==> src/rtl/arb2_mux_ctrl_pkg.sv <==
// arb2_pkg -- shared definitions for the two-requester arbitrating mux.
//   state_t : grant FSM encoding (IDLE / G0 / G1), fixed so checkers and
//             debug tooling can decode state_dbg directly.
//   CNT_W   : width of the per-grant beat counter.
package arb2_pkg;

  typedef enum logic [1:0] {
    IDLE = 2'b00,
    G0   = 2'b01,
    G1   = 2'b10
  } state_t;

  localparam int CNT_W = 8;

endpackage

==> src/rtl/arb2_mux_ctrl_mux.sv <==
// mux2to1_vec -- WIDTH-bit 2-to-1 select.
//   i0, i1 : data inputs
//   s0     : select (0 -> i0, 1 -> i1)
//   y      : selected data, purely combinational
module mux2to1_vec #(
  parameter int WIDTH = 8
) (
  input  logic [WIDTH-1:0] i0,
  input  logic [WIDTH-1:0] i1,
  input  logic             s0,
  output logic [WIDTH-1:0] y
);

  assign y = s0 ? i1 : i0;

endmodule

==> src/rtl/arb2_mux_ctrl.sv <==
// arb2_mux_ctrl -- two-requester arbiter driving a shared output channel.
// A requester is granted the channel and keeps it until it drops its
// request or completes MAX_HOLD accepted transfers; ties are broken in
// favour of the requester that was not served last.
//
// Ports:
//   clk, rst_n      : clock, synchronous active-low reset
//   req0/req1       : requests; d0/d1 : requester data
//   ack0/ack1       : transfer accepted from requester 0 / 1 this cycle
//   out_valid       : channel holds valid data; out_data : granted data
//   out_ready       : downstream accepts data this cycle
//   sel             : current mux select (1 only while requester 1 owns)
//   state_dbg       : current FSM state for debug / assertion binding
//   lock0/lock1     : only with ARB2_MUX_CTRL_LOCK_EN defined; while the
//                     owner's lock is high the MAX_HOLD release is skipped
//
// Handshake: a beat transfers on any cycle where out_valid && out_ready;
// that same cycle the owning requester sees its ack. Requesters keep req
// and data stable until ack; dropping req without ack is a release.
//
// MAX_HOLD legal range: 1..255.
module arb2_mux_ctrl
  import arb2_pkg::*;
#(
  parameter int WIDTH    = 8,
  parameter int MAX_HOLD = 4
) (
  input  logic             clk,
  input  logic             rst_n,
  input  logic             req0,
  input  logic             req1,
  input  logic [WIDTH-1:0] d0,
  input  logic [WIDTH-1:0] d1,
`ifdef ARB2_MUX_CTRL_LOCK_EN
  input  logic             lock0,
  input  logic             lock1,
`endif
  output logic             ack0,
  output logic             ack1,
  output logic             out_valid,
  output logic [WIDTH-1:0] out_data,
  input  logic             out_ready,
  output logic             sel,
  output state_t           state_dbg
);

  localparam logic [CNT_W:0] HOLD_LIM = (CNT_W + 1)'(MAX_HOLD);

  state_t           state;
  logic [CNT_W-1:0] cnt;
  logic             last_srv;   // requester released most recently

  logic             granted;    // index of owner when state is G0/G1
  logic             req_own;
  logic             req_oth;
  logic             lock_own;
  logic             xfer;
  logic [CNT_W:0]   cnt_next;   // one extra bit so MAX_HOLD=255 cannot wrap
  logic [CNT_W-1:0] cnt_inc;
  logic             hold_hit;

  assign granted = (state == G1);
  assign req_own = granted ? req1 : req0;
  assign req_oth = granted ? req0 : req1;

`ifdef ARB2_MUX_CTRL_LOCK_EN
  assign lock_own = granted ? lock1 : lock0;
`else
  assign lock_own = 1'b0;
`endif

  // Outputs are masked while rst_n is low so nothing leaks from a grant
  // that is being torn down by reset.
  assign sel       = rst_n & (state == G1);
  assign out_valid = rst_n & (((state == G0) & req0) | ((state == G1) & req1));
  assign xfer      = out_valid & out_ready;
  assign ack0      = xfer & (state == G0);
  assign ack1      = xfer & (state == G1);
  assign state_dbg = state;

  // Counter saturates at MAX_HOLD so a locked owner can keep streaming;
  // the first transfer after the lock drops then releases immediately.
  assign cnt_next = {1'b0, cnt} + 1'b1;
  assign cnt_inc  = (cnt_next > HOLD_LIM) ? HOLD_LIM[CNT_W-1:0]
                                          : cnt_next[CNT_W-1:0];
  assign hold_hit = xfer & (cnt_next >= HOLD_LIM) & ~lock_own;

  always_ff @(posedge clk) begin
    if (!rst_n) begin
      state    <= IDLE;
      cnt      <= '0;
      last_srv <= 1'b1;
    end else begin
      case (state)
        IDLE: begin
          cnt <= '0;
          // On a tie requester 0 wins unless it was the last one served.
          if (req0 && (!req1 || last_srv)) state <= G0;
          else if (req1)                   state <= G1;
        end
        G0, G1: begin
          if (!req_own || hold_hit) begin
            last_srv <= granted;
            cnt      <= '0;
            if (req_oth)      state <= granted ? G0 : G1;
            else if (req_own) state <= state;   // MAX_HOLD with no rival
            else              state <= IDLE;
          end else if (xfer) begin
            cnt <= cnt_inc;
          end
        end
        default: begin
          state <= IDLE;
          cnt   <= '0;
        end
      endcase
    end
  end

  mux2to1_vec #(.WIDTH(WIDTH)) u_mux (
    .i0 (d0),
    .i1 (d1),
    .s0 (sel),
    .y  (out_data)
  );

endmodule
==> config.mk <==
export PLATFORM = sky130hd
export DESIGN_NAME = arb2_mux_ctrl
export DESIGN_NICKNAME = d
export VERILOG_FILES = /design/src/rtl/arb2_mux_ctrl_pkg.sv /design/src/rtl/arb2_mux_ctrl_mux.sv /design/src/rtl/arb2_mux_ctrl.sv
export SDC_FILE = /design/constraint.sdc
export NUM_CORES = 1
export LEC_CHECK = 0
export ABC_CLOCK_PERIOD_IN_PS = 3250
export BUFFER_PORTS_ARGS = -buffer_cell sky130_fd_sc_hd__buf_2
export CELL_PAD_IN_SITES_DETAIL_PLACEMENT = 2
export CELL_PAD_IN_SITES_GLOBAL_PLACEMENT = 2
export CORE_ASPECT_RATIO = 1.75
export CORE_MARGIN = 5
export CORE_UTILIZATION = 28
export DETAILED_ROUTE_END_ITERATION = 8
export GPL_TIMING_DRIVEN = 0
export PLACE_DENSITY_LB_ADDON = 0.25
export SYNTH_ARGS = -nofsm -noshare
export SYNTH_HDL_FRONTEND = slang
export SYNTH_SLANG_ARGS = --single-unit
export TNS_END_PERCENT = 1
==> constraint.sdc <==
create_clock -name clk -period 3.25 [get_ports clk]
set_clock_uncertainty 0.2 [all_clocks]
set_input_delay 0.4875 -clock clk [delete_from_list [all_inputs] [get_ports clk]]
set_output_delay 0.4875 -clock clk [all_outputs]
set_load 0.1 [all_outputs]
# Yosys cells after proc, flatten, opt, wreduce, memory -nomap -nowiden
# Cells that the tools add are included.
[totals]
reg_bits = 11
input_bits = 21
output_inout_bits = 14
elab_cells = 43
[classes]
add_sub_neg = 1
order_cmp = 2
n_eq_ne = 5
mux = 11
bitwise_logic = 11
n_reduce_logical = 10
[op_table]
columns = ["op", "count"]
rows = [
  ["8-bit 2-to-1 mux", 2],
  ["2-bit 2-to-1 mux", 6],
  ["8-bit by 1-bit adder with 9-bit output (second input constant)", 1],
  ["9-bit by 3-bit >= comparator with 1-bit output (second input constant)", 1],
  ["9-bit by 3-bit > comparator with 1-bit output (second input constant)", 1],
  ["1-bit bitwise AND", 8],
  ["3-bit != test (second input constant)", 2],
  ["2-bit case mux with 2 select lines", 1],
  ["3-bit AND reduction", 1],
  ["3-bit OR reduction", 1],
  ["2-bit by 1-bit equality test with 1-bit output (second input constant)", 1],
  ["2-bit equality test (second input constant)", 1],
  ["1-bit zero test", 2],
  ["2-bit zero test", 1],
  ["1-bit logical OR", 2],
  ["1-bit 2-to-1 mux", 2],
  ["2-bit != test (second input constant)", 1],
  ["1-bit inverter", 2],
  ["2-bit AND reduction", 1],
  ["2-bit OR reduction", 1],
  ["1-bit logical AND", 1],
  ["1-bit bitwise OR", 1],
]

# Longest topological paths before layout
# Gate-level depths: netlist of run 1.
[logic_depth]
ltp_word = 9
ltp_mapped = 8
depth_no_buf = 7

# Modules after synthesis
# From an unflattened synthesis of run 1, not the netlist that was laid out.
[hier_totals]
cells_unflattened = 98
area_unflattened_um2 = 889.6
[modules_own_cells]
columns = ["mod", "instances", "cells_each", "area_each_um2", "seq_area_each_um2"]
rows = [
  ["arb2_mux_ctrl", 1, 89, 758.2, 220.2],
  ["mux2to1_vec", 1, 9, 131.4, 0.0],
]

# Worst setup path after synthesis of run 1
# Ideal clock, no wire load.
[synth_timing]
kind = "register to output"
from = "register state[1], in the netlist state_dbg[1]"
to = "output ack0"
arrival_time_ps = 2512
t_required_ps = 2562
slack_ps = 51
stages_incl_launch_ff = 6
n_path_buf = 1
path_cell_list = "dfxtp_1 -> ha_1 -> buf_4 -> a22o_2 -> and3_1 -> and2_1"
[synth_via]
elab_chain_len = 6
elab_cells_between_ends = 8
cone_classes = "eq/ne: 2; bitwise: 6"
[synth_rtl]
columns = ["element", "line_no", "source"]
rows = [
  ["start, declared", "arb2_mux_ctrl.sv:49", "state_t state;"],
  ["start signal, assigned", "arb2_mux_ctrl.sv:105", "if (req_oth) state <= granted ? G0 : G1;"],
  ["start signal, assigned", "arb2_mux_ctrl.sv:106", "else if (req_own) state <= state;"],
  ["2-bit equality test", "-", ""],
  ["named net granted", "arb2_mux_ctrl.sv:53", "logic granted;"],
  ["1-bit bitwise AND", "arb2_mux_ctrl.sv:75", "assign out_valid = rst_n & (((state == G0) & req0) | ((state == G1) & req1));"],
  ["1-bit bitwise OR", "arb2_mux_ctrl.sv:75", ""],
  ["1-bit bitwise AND", "arb2_mux_ctrl.sv:75", ""],
  ["1-bit bitwise AND", "arb2_mux_ctrl.sv:76", "assign xfer = out_valid & out_ready;"],
  ["1-bit bitwise AND", "arb2_mux_ctrl.sv:77", "assign ack0 = xfer & (state == G0);"],
  ["end, declared", "arb2_mux_ctrl.sv:38", "output logic ack0,"],
]
# The timed path passes the listed nets, and every way through them passes these cells.

# Final worst setup path of run 1
[layout_timing]
from = "register state[0], in the netlist state_dbg[0]"
to = "output out_data[7]"
[layout_via]
elab_chain_len = 3
[layout_rtl]
columns = ["element", "line_no", "source"]
rows = [
  ["2-bit equality test", "-", ""],
  ["named net granted", "arb2_mux_ctrl.sv:53", ""],
  ["1-bit bitwise AND", "arb2_mux_ctrl.sv:74", "assign sel = rst_n & (state == G1);"],
  ["8-bit 2-to-1 mux", "arb2_mux_ctrl_mux.sv:14", "assign y = s0 ? i1 : i0;"],
  ["end, declared", "arb2_mux_ctrl.sv:41", "output logic [WIDTH-1:0] out_data,"],
]
# The timed path passes the listed nets, and every way through them passes these cells.

==> flow_metrics.tcl, run 1 <==
set metrics [dict create \
    synth.distinct_cells 32 \
    relSlewSlack_pct 67.18 \
    rows 25 \
    firstDrtPassIters 3 \
    hold_viol 0 \
    finalSetupViolCount 0 \
    netlist_instances 83 \
    ios 35 \
    holdPathStages 1 \
    dr_total_vias 764 \
    hold_start "cnt[7]$_SDFFE_PP0P_" \
    path_buf_inv 3 \
    die_h_um 80.19 \
    rsz0062_at_grt "no" \
    drv_cap 0 \
    hold_slack_ps 306.1 \
    fp.dieW_um 50.11 \
    drt_wl_total_um 2326 \
    synth_area_per_cell_um2 9.497 \
    status "complete, no violations" \
    slowest_stage "dfxtp_1" \
    holdPathEnd "cnt[7]$_SDFFE_PP0P_" \
    cts_buffer_depth 2 \
    crit_fanout 9 \
    dieArea_um2 4018 \
    antenna_found_initial 0 \
    viasPerCell 5.197 \
    cts_hold_buffers 0 \
    place.detailed.hpwl_um 1992 \
    cp.required_ps 2560 \
    setup_tns_ps 0 \
    gp_congestion 0.7012 \
    ys_seq_elements 11 \
    area_growth_pct 30.95 \
    cts_buffers 3 \
    ys.warnings.count 0 \
    timing.reg2reg.setup_slack_ps 1200 \
    synthTopCellsByArea "dfxtp_1 (28%), mux2_2 (13%), ha_1 (7.9%)" \
    ant_nets 0 \
    nNetsFinal 147 \
    drcViolationCount 0 \
    endpoint_kind "output pin" \
    routedWlPerCell_um 15.82 \
    rr_endpoint "state_dbg[0]$_SDFFE_PN0P_" \
    path_cells "inv_1 > ha_1 > buf_4 > nand2_1 > mux2_2 > buf_2" \
    hp-class "reg2reg" \
    yosysTopAreaCell "dfxtp_1" \
    worstPathArrival_ps 2020 \
    synth_top_area_share_pct 27.94 \
    cts_tree "yes" \
    synth_fp_nets 109 \
    grt_pass1_vias 936 \
    p_leak_nw 0.4783 \
    max_freq_ghz 0.3693 \
    core_um2 2721 \
    portBuffers 33 \
    cp-start-kind "flip-flop" \
    cts_setup_buffers 0 \
    p_per_area_nw_per_um2 801.3 \
    cts.sinks 11 \
    cts-root-buf "clkbuf_8" \
    cts_max_level 1 \
    period_minus_slack_ps 2708 \
    worst_r2r_path_depth 8 \
    clock_latency_ps 240 \
    grtUsageTotal_pct 12.99 \
    slew_viol_final 0 \
    worstSetupPathType "reg2out" \
    grt_overflow_total 0 \
    drive_gt1_share_pct 46.67 \
    grt_max_degree 11 \
    layout_worst_path_cycle_share_pct 83.31 \
    tightest_slew_ps 495.8 \
    drtIter0Drc 2 \
    worstReg2RegStart "state_dbg[0]$_SDFFE_PN0P_" \
    grt_pass1_wl_um 4126 \
    seq_area_frac_synth_pct 27.94 \
    postCtsResizedCells 0 \
    diodes 0 \
    clk_pin_slew_worst_paths_ps 50 \
    max_stage_delay_ps 390 \
    cp_top_family "buffers and inverters" \
    peakVddDrop_uv 309.8 \
    syn_area_um2 788.3 \
    initial_core_util_pct 28.97 \
]
[cells by family (layout without fill, tap and decap cells)]
kind of cell,count (synthesis),count (layout),share of synthesized area (%)
AND/OR/NAND/NOR,35,35,29.21
multiplexers,12,12,18.25
buffers and inverters,7,44,3.968
AO/OA/AOI/OAI,12,12,11.59
adder cells (fa/ha/maj),5,5,7.937
flip-flops,11,11,27.94
XOR/XNOR,1,1,1.111
[placed cells by master, fill, tap and decap left out, drive strengths merged]
cell type	instances
nor2	3
mux2	9
mux2i	3
ha	5
and3	1
or2b	1
nor4	1
xnor2	1
nand3b	2
buf	35
o2111ai	1
nor2b	1
a31oi	1
a22o	1
nand2b	3
o21ai	3
and2	9
nor3b	1
a211oi	1
or4bb	1
nand4	2
a21oi	5
clkbuf	4
inv	5
nand2	6
nand3	4
dfxtp	11
[registers in the layout, summed over array words and instances (netlist names)]
register	flops
state_dbg	2
cnt	8
last_srv	1
[cell usage after synthesis]
master,number
a211oi_1,1
a21oi_1,4
a21oi_2,1
a22o_2,1
a31oi_4,1
and2_1,8
and2_2,1
and3_1,1
buf_2,1
buf_4,1
dfxtp_1,11
ha_1,5
inv_1,5
mux2_2,9
mux2i_1,2
mux2i_4,1
nand2_1,6
nand2b_1,3
nand3_1,2
nand3_2,2
nand3b_1,2
nand4_1,2
nor2_1,2
nor2_2,1
nor2b_1,1
nor3b_1,1
nor4_4,1
o2111ai_1,1
o21ai_0,3
or2b_1,1
or4bb_1,1
xnor2_1,1
[area by class of cell]
| cell class | instances | area [um^2] |
|---|---|---|
| multi-input cells | 65 | 536.8 |
| clock buffers | 4 | 45.04 |
| repair buffers | 33 | 165.2 |
| fillers | 318 | 1689 |
| well taps | 27 | 33.78 |
| inverters | 5 | 18.77 |
| plain buffers | 2 | 12.51 |
| flip-flops and latches | 11 | 220.2 |
[where the power goes]
part	internal, mW	switching [mW]	total (mW)
Sequential	0.150	0.0178	0.168
Clock	0.0860	0.0504	0.136
Combinational	0.129	0.394	0.523
[through the flow]
step	power [mW]	setup slack, ps	instance area, um^2	cells	util, %
4_1_cts	0.8414	508.2	1032	147	37.93
3_5_place_dp	0.6971	781.7	987.2	143	36.28
3_3_place_gp	0.6854	797.2	987.2	143	36.28
6_report	0.8271	542.4	1032	147	37.93
2_1_floorplan	0.5942	50.83	788.3	83	-
5_1_grt	0.8775	401.9	1032	147	37.93
[metal layers]
layer,vias to the layer above,global-route usage (%),part of all wire (%)
met5,-,0,0
met4,0,4.724,0.60
met3,2,4.267,7.5
met2,31,24.69,56
met1,368,12.33,36
li1,363,-,-
[worst max-delay path by stage]
stage	end	depth (start not counted)	start	slack, ps
after CTS	out_data[7]	6	state_dbg[0]$_SDFFE_PN0P_	510
after global routing	out_data[2]	6	state_dbg[0]$_SDFFE_PN0P_	400
after floorplan	ack0	5	state_dbg[1]$_SDFFE_PN0P_	50
after global placement	out_data[7]	6	state_dbg[0]$_SDFFE_PN0P_	800
after detailed placement	out_data[7]	6	state_dbg[0]$_SDFFE_PN0P_	780
final	out_data[7]	6	state_dbg[0]$_SDFFE_PN0P_	540
Power figures use the tool's default switching activity.
==> run 2, diff against run 1 <==
--- a/config.mk
+++ b/config.mk
@@ -5,13 +5,13 @@
 export SDC_FILE = /design/constraint.sdc
 export NUM_CORES = 1
 export LEC_CHECK = 0
-export ABC_CLOCK_PERIOD_IN_PS = 3250
+export ABC_CLOCK_PERIOD_IN_PS = 2340
 export BUFFER_PORTS_ARGS = -buffer_cell sky130_fd_sc_hd__buf_2
 export CELL_PAD_IN_SITES_DETAIL_PLACEMENT = 2
 export CELL_PAD_IN_SITES_GLOBAL_PLACEMENT = 2
 export CORE_ASPECT_RATIO = 1.75
 export CORE_MARGIN = 5
-export CORE_UTILIZATION = 28
+export CORE_UTILIZATION = 23
 export DETAILED_ROUTE_END_ITERATION = 8
 export GPL_TIMING_DRIVEN = 0
 export PLACE_DENSITY_LB_ADDON = 0.25
==> constraint.sdc (replaced) <==
create_clock -name clk -period 2.34 [get_ports clk]
set_clock_uncertainty 0.2 [all_clocks]
set_input_delay 0.351 -clock clk [delete_from_list [all_inputs] [get_ports clk]]
set_output_delay 0.351 -clock clk [all_outputs]
set_load 0.1 [all_outputs]
==> run 2 against run 1 <==
  * Clock power up 43%
  * Combinational power up 55%
  * Routed wire length up 10%
  * First-iteration DRC count down 50%
  * Hold slack worse by 94 ps
  * Register-to-register slack worse by 770 ps
==> flow_metrics.tcl, run 2 (synthesized netlist as in run 1, its figures left out) <==
set metrics [dict create \
    status "complete, no violations" \
    nNetsFinal 150 \
    drv_cap 0 \
    max_stage_delay_ps 340 \
    cts-root-buf "clkbuf_8" \
    endpoint_kind "output pin" \
    p_comb_share_pct 65.4 \
    die_h_um 87.45 \
    firstDrtPassIters 2 \
    cp_top_family "simple AND/OR/NAND/NOR gates" \
    antenna_found_initial 0 \
    path_cells "inv_1 > ha_2 > buf_6 > a22o_4 > and3_4 > and2_2 > buf_12" \
    area_growth_pct 47.14 \
    rr_endpoint "state_dbg[1]$_SDFFE_PN0P_" \
    top_register "cnt" \
    intPower_mw 0.5727 \
    worstSetupPathType "reg2out" \
    drcViolationCount 0 \
    final_common_cell "buf_2" \
    layout_common_cells "buf_2 (24), buf_4 (11), mux2_2 (9), dfxtp_1 (9)" \
    final_area_um2 1160 \
    cts_tree "yes" \
    setup_tns_ps 0 \
    worst_slack_ps 40.78 \
    cts_buffers 3 \
    hold_slack_ps 212.6 \
    p_sw_mw 0.6660 \
    cp.depth 7 \
    grt_pass1_wl_um 4278 \
    ant_nets 0 \
    cp-start-kind "flip-flop" \
    period_minus_slack_ps 2299 \
    cts.sinks 11 \
    tightest_slew_ps 493.0 \
    worst_r2r_path_depth 8 \
    diodes 0 \
    holdPathStages 2 \
    post-route-util_pct 34.49 \
    worstReg2RegStart "state_dbg[0]$_SDFFE_PN0P_" \
    switching_share_pct 53.77 \
    p_seq_share_pct 18.8 \
    max_freq_ghz 0.4349 \
    ios 35 \
    grt_max_degree 11 \
    drive_gt1_share_pct 55.28 \
    fp.dieW_um 54.26 \
    drt_wl_total_um 2560 \
    initial_core_util_pct 23.44 \
    cts_max_level 1 \
    largest_reg_flops 8 \
    clock_latency_ps 240 \
    cp.required_ps 1790 \
    grt_pass1_vias 895 \
    finalSetupViolCount 0 \
    p_clk_share_pct 15.7 \
    slew_viol_final 0 \
    worstPathArrival_ps 1750 \
    peakVddDrop_uv 614.7 \
    grt_overflow_total 0 \
    relSlewSlack_pct 67.36 \
    drtIter0Drc 1 \
    hold_start "rst_n" \
    timing.reg2reg.setup_slack_ps 430 \
    rsz0062_at_grt "yes" \
    fillers 409 \
    layout_worst_path_cycle_share_pct 98.26 \
    hp-class "in2reg" \
    dieArea_um2 4744 \
    routedWlPerCell_um 15.24 \
    place.detailed.hpwl_um 2086 \
    gp_congestion 0.6832 \
    rows 28 \
    core_um2 3363 \
    p_leak_nw 0.5116 \
    cts_buffer_depth 2 \
    slowest_stage "dfxtp_4" \
    viasPerCell 4.649 \
    grtUsageTotal_pct 12.36 \
    place_ws_ps 51.74 \
    crit_fanout 4 \
    place_area_um2 1018 \
    dr_total_vias 781 \
    p_per_area_nw_per_um2 1068 \
    clk_pin_slew_worst_paths_ps 50 \
    portBuffers 33 \
    path_buf_inv 3 \
    hold_viol 0 \
    cts_hold_buffers 0 \
    holdPathEnd "last_srv$_SDFFE_PN1P_" \
]
## run 2: changes by cell type in the layout (fill, tap and decap cells not counted), moves of 2 or more
cell,previous run,this run
and2_1,8,5
and2_2,1,4
buf_4,1,11
dfxtp_1,11,9
ha_2,0,2
ha_1,5,3
buf_2,34,24
buf_12,0,2
## run 2: timing repair
action / CTS / global route
setup endpoints to repair: 10 / 10
pin swaps: 0 / 0
buffers inserted: 3 / 0
gates resized for setup: 19 / 3
## run 2: how the worst max path moves through the flow
stage / from / to / slack (ps)
global route: state_dbg[0]$_SDFFE_PN0P_ / ack0 / -20
floorplan: state_dbg[1]$_SDFFE_PN0P_ / sel / -90
finish: state_dbg[0]$_SDFFE_PN0P_ / ack1 / 40
global placement: state_dbg[0]$_SDFFE_PN0P_ / ack1 / 80
detailed placement: state_dbg[0]$_SDFFE_PN0P_ / out_data[5] / 50
CTS: state_dbg[0]$_SDFFE_PN0P_ / ack0 / 10
## run 2: area by class of cell
type / count / area (um^2) / share of cell area, %
well taps: 45 / 56.30 / 4.854
inverters: 5 / 18.77 / 1.618
plain buffers: 2 / 16.27 / 1.402
repair buffers: 36 / 237.7 / 20.50
multi-input cells: 65 / 560.5 / 48.33
clock buffers: 4 / 45.04 / 3.884
flip-flops and latches: 11 / 225.2 / 19.42
## run 2: worst register-to-register path: stages (launching register included)
cell     delay [ps]
dfxtp_4         340
inv_1            80
ha_2            180
buf_6           110
buf_4           110
mux2_2          340
a21oi_1         200
a21oi_2          90
mux2i_1         130
## run 2: power by group through the flow
stage	Combinational (mW)	Sequential, mW	Clock [mW]
3_5_place_dp	0.736	0.242	0
4_1_cts	0.819	0.233	0.197
6_report	0.810	0.233	0.195
5_1_grt	0.866	0.238	0.210
2_1_floorplan	0.491	0.341	0
3_3_place_gp	0.718	0.242	0
## run 2: per-stage QoR
| stage | std cells | total power [mW] |
|---|---|---|
| 2_1_floorplan | 83 | 0.8323 |
| 3_3_place_gp | 161 | 0.9599 |
| 3_5_place_dp | 161 | 0.9785 |
| 4_1_cts | 168 | 1.249 |
| 5_1_grt | 168 | 1.314 |
| 6_report | 168 | 1.239 |
## run 2: metal layers
layer	GRT usage [%]	part of all wire, %	vias to the layer above
met5	0	0	-
met4	4.082	0.39	0
met3	3.774	7.0	2
met2	23.77	59	34
met1	11.49	34	376
li1	-	-	369
==> run 3, diff against run 2 <==
--- a/config.mk
+++ b/config.mk
@@ -6,7 +6,7 @@
 export NUM_CORES = 1
 export LEC_CHECK = 0
 export ABC_CLOCK_PERIOD_IN_PS = 2340
-export BUFFER_PORTS_ARGS = -buffer_cell sky130_fd_sc_hd__buf_2
+export BUFFER_PORTS_ARGS = -buffer_cell sky130_fd_sc_hd__clkbuf_2
 export CELL_PAD_IN_SITES_DETAIL_PLACEMENT = 2
 export CELL_PAD_IN_SITES_GLOBAL_PLACEMENT = 2
 export CORE_ASPECT_RATIO = 1.75
==> run 3 against run 2 <==
  * Die area stayed put
  * Largest cell class unchanged
  * Final area is 1.1% higher
  * Flip-flop and latch count stayed put
==> flow_metrics.tcl, run 3 (synthesized netlist as in run 1, its figures left out) <==
set metrics [dict create \
    period_minus_slack_ps 2259 \
    cts_buffer_depth 2 \
    grt_pass1_wl_um 4174 \
    tightest_slew_ps 544.3 \
    top_register "cnt" \
    ios 35 \
    worst_r2r_path_depth 8 \
    rsz0062_at_grt "yes" \
    met1_usage_pct 11.59 \
    max_freq_ghz 0.4427 \
    place_ws_ps -44.93 \
    cts.sinks 11 \
    path_cells "inv_1 > ha_2 > buf_6 > a22o_4 > and3_4 > and2_4 > clkbuf_16" \
    cts_tree "yes" \
    cp_top_family "buffers and inverters" \
    drt_wl_total_um 2479 \
    grtUsageTotal_pct 11.86 \
    nNetsFinal 150 \
    grt_max_degree 11 \
    worst_slack_ps 81.14 \
    final_common_cell "clkbuf_2" \
    drive_gt1_share_pct 55.28 \
    peakVddDrop_uv 511.3 \
    cts_max_level 1 \
    post-route-util_pct 34.86 \
    use_met2_pct 22.14 \
    finalSetupViolCount 0 \
    portBuffers 33 \
    grt_pass1_vias 925 \
    grt.busiest_layer "met2" \
    crit_fanout 4 \
    drcViolationCount 0 \
    cp.depth 7 \
    core_um2 3363 \
    worstPathArrival_ps 1710 \
    gr-usage-met3_pct 3.087 \
    max_stage_delay_ps 340 \
    hold_viol 0 \
    cp.required_ps 1790 \
    routedWlPerCell_um 14.76 \
    cts_buffers 3 \
    p_per_area_nw_per_um2 1051 \
    crit_start "state_dbg[0]$_SDFFE_PN0P_" \
    worstSetupPathType "reg2out" \
    area_growth_pct 48.73 \
    drv_cap 0 \
    drtIter0Drc 3 \
    rows 28 \
    largest_reg_flops 8 \
    status "complete, no violations" \
    cp-start-kind "flip-flop" \
    p_leak_nw 0.5197 \
    dieArea_um2 4744 \
    gp_congestion 0.6985 \
    die_h_um 87.45 \
    rr_endpoint "state_dbg[1]$_SDFFE_PN0P_" \
    firstDrtPassIters 2 \
    finalPower_mw 1.232 \
    timing.reg2reg.setup_slack_ps 450 \
    ant_nets 0 \
    hold_slack_ps 225.1 \
    path_buf_inv 3 \
    dr_total_vias 781 \
    clk_pin_slew_worst_paths_ps 50 \
    initial_core_util_pct 23.44 \
    slew_viol_final 0 \
    cts-root-buf "clkbuf_8" \
    grt_overflow_total 0 \
    layout_worst_path_cycle_share_pct 96.53 \
    relSlewSlack_pct 63.87 \
    clock_latency_ps 240 \
    critPathCapture "ack1" \
    hp-class "in2reg" \
    endpoint_kind "output pin" \
    fillers 401 \
    fp.dieW_um 54.26 \
    slowest_stage "dfxtp_4" \
    viasPerCell 4.649 \
    layout_common_cells "clkbuf_2 (22), buf_4 (11), mux2_2 (9), dfxtp_1 (9)" \
    place.detailed.hpwl_um 2079 \
    antenna_found_initial 0 \
    diodes 0 \
    worstReg2RegStart "state_dbg[0]$_SDFFE_PN0P_" \
]
## run 3: cell count changes in the layout (fill, tap and decap cells not counted), sizes merged
cell    before  now
buf         38   14
clkbuf       4   28
## run 3: area by class of cell
class | instances | area [um^2] | area share [%]
flip-flops and latches | 11 | 225.2 | 19.21
repair buffers | 36 | 247.7 | 21.13
well taps | 45 | 56.30 | 4.803
plain buffers | 2 | 16.27 | 1.387
inverters | 5 | 18.77 | 1.601
multi-input cells | 65 | 563.0 | 48.03
clock buffers | 4 | 45.04 | 3.842
## run 3: worst register-to-register path, stage by stage (launching register included)
cell	delay, ps
dfxtp_4	340
inv_1	50
ha_2	180
buf_6	120
a22o_4	250
nand3_2	130
a31oi_4	70
a21oi_2	270
mux2i_1	200
## run 3: repair_timing
action	4_1_cts	5_1_grt
endpoints found under the setup margin	12	11
hold buffers	0	0
pin swaps	0	1
gates resized for setup	20	11
buffers inserted	3	0
## run 3: layer usage
metal	vias up	wire length [um]
li1	368	-
met1	377	919
met2	34	1379
met3	2	145
met4	0	35
met5	-	0
## run 3: where the power goes
| part | internal, mW | switching [mW] |
|---|---|---|
| sequential | 0.213 | 0.0213 |
| combinational | 0.240 | 0.568 |
| clock | 0.120 | 0.0708 |
| total | 0.573 | 0.660 |
## run 3: worst min path at each step
| stage | to | cells after the start | slack, ps | startpoint |
|---|---|---|---|---|
| 6_report | last_srv$_SDFFE_PN1P_ | 2 | 230 | rst_n |
| 3_3_place_gp | state_dbg[1]$_SDFFE_PN0P_ | 2 | 280 | state_dbg[1]$_SDFFE_PN0P_ |
| 5_1_grt | last_srv$_SDFFE_PN1P_ | 2 | 240 | rst_n |
| 3_5_place_dp | state_dbg[1]$_SDFFE_PN0P_ | 2 | 290 | state_dbg[1]$_SDFFE_PN0P_ |
| 4_1_cts | last_srv$_SDFFE_PN1P_ | 2 | 220 | rst_n |
| 2_1_floorplan | cnt[0]$_SDFFE_PP0P_ | 2 | 280 | cnt[0]$_SDFFE_PP0P_ |
## run 3: through the flow
| stage | instances | cell area (um^2) | TNS [ps] |
|---|---|---|---|
| floorplan | 83 | 797.0 | -649.7 |
| global route | 168 | 1172 | -3.171 |
| CTS | 168 | 1170 | 0 |
| global placement | 161 | 1018 | -24.94 |
| detailed placement | 161 | 1018 | -357.0 |
| finish | 168 | 1172 | 0 |
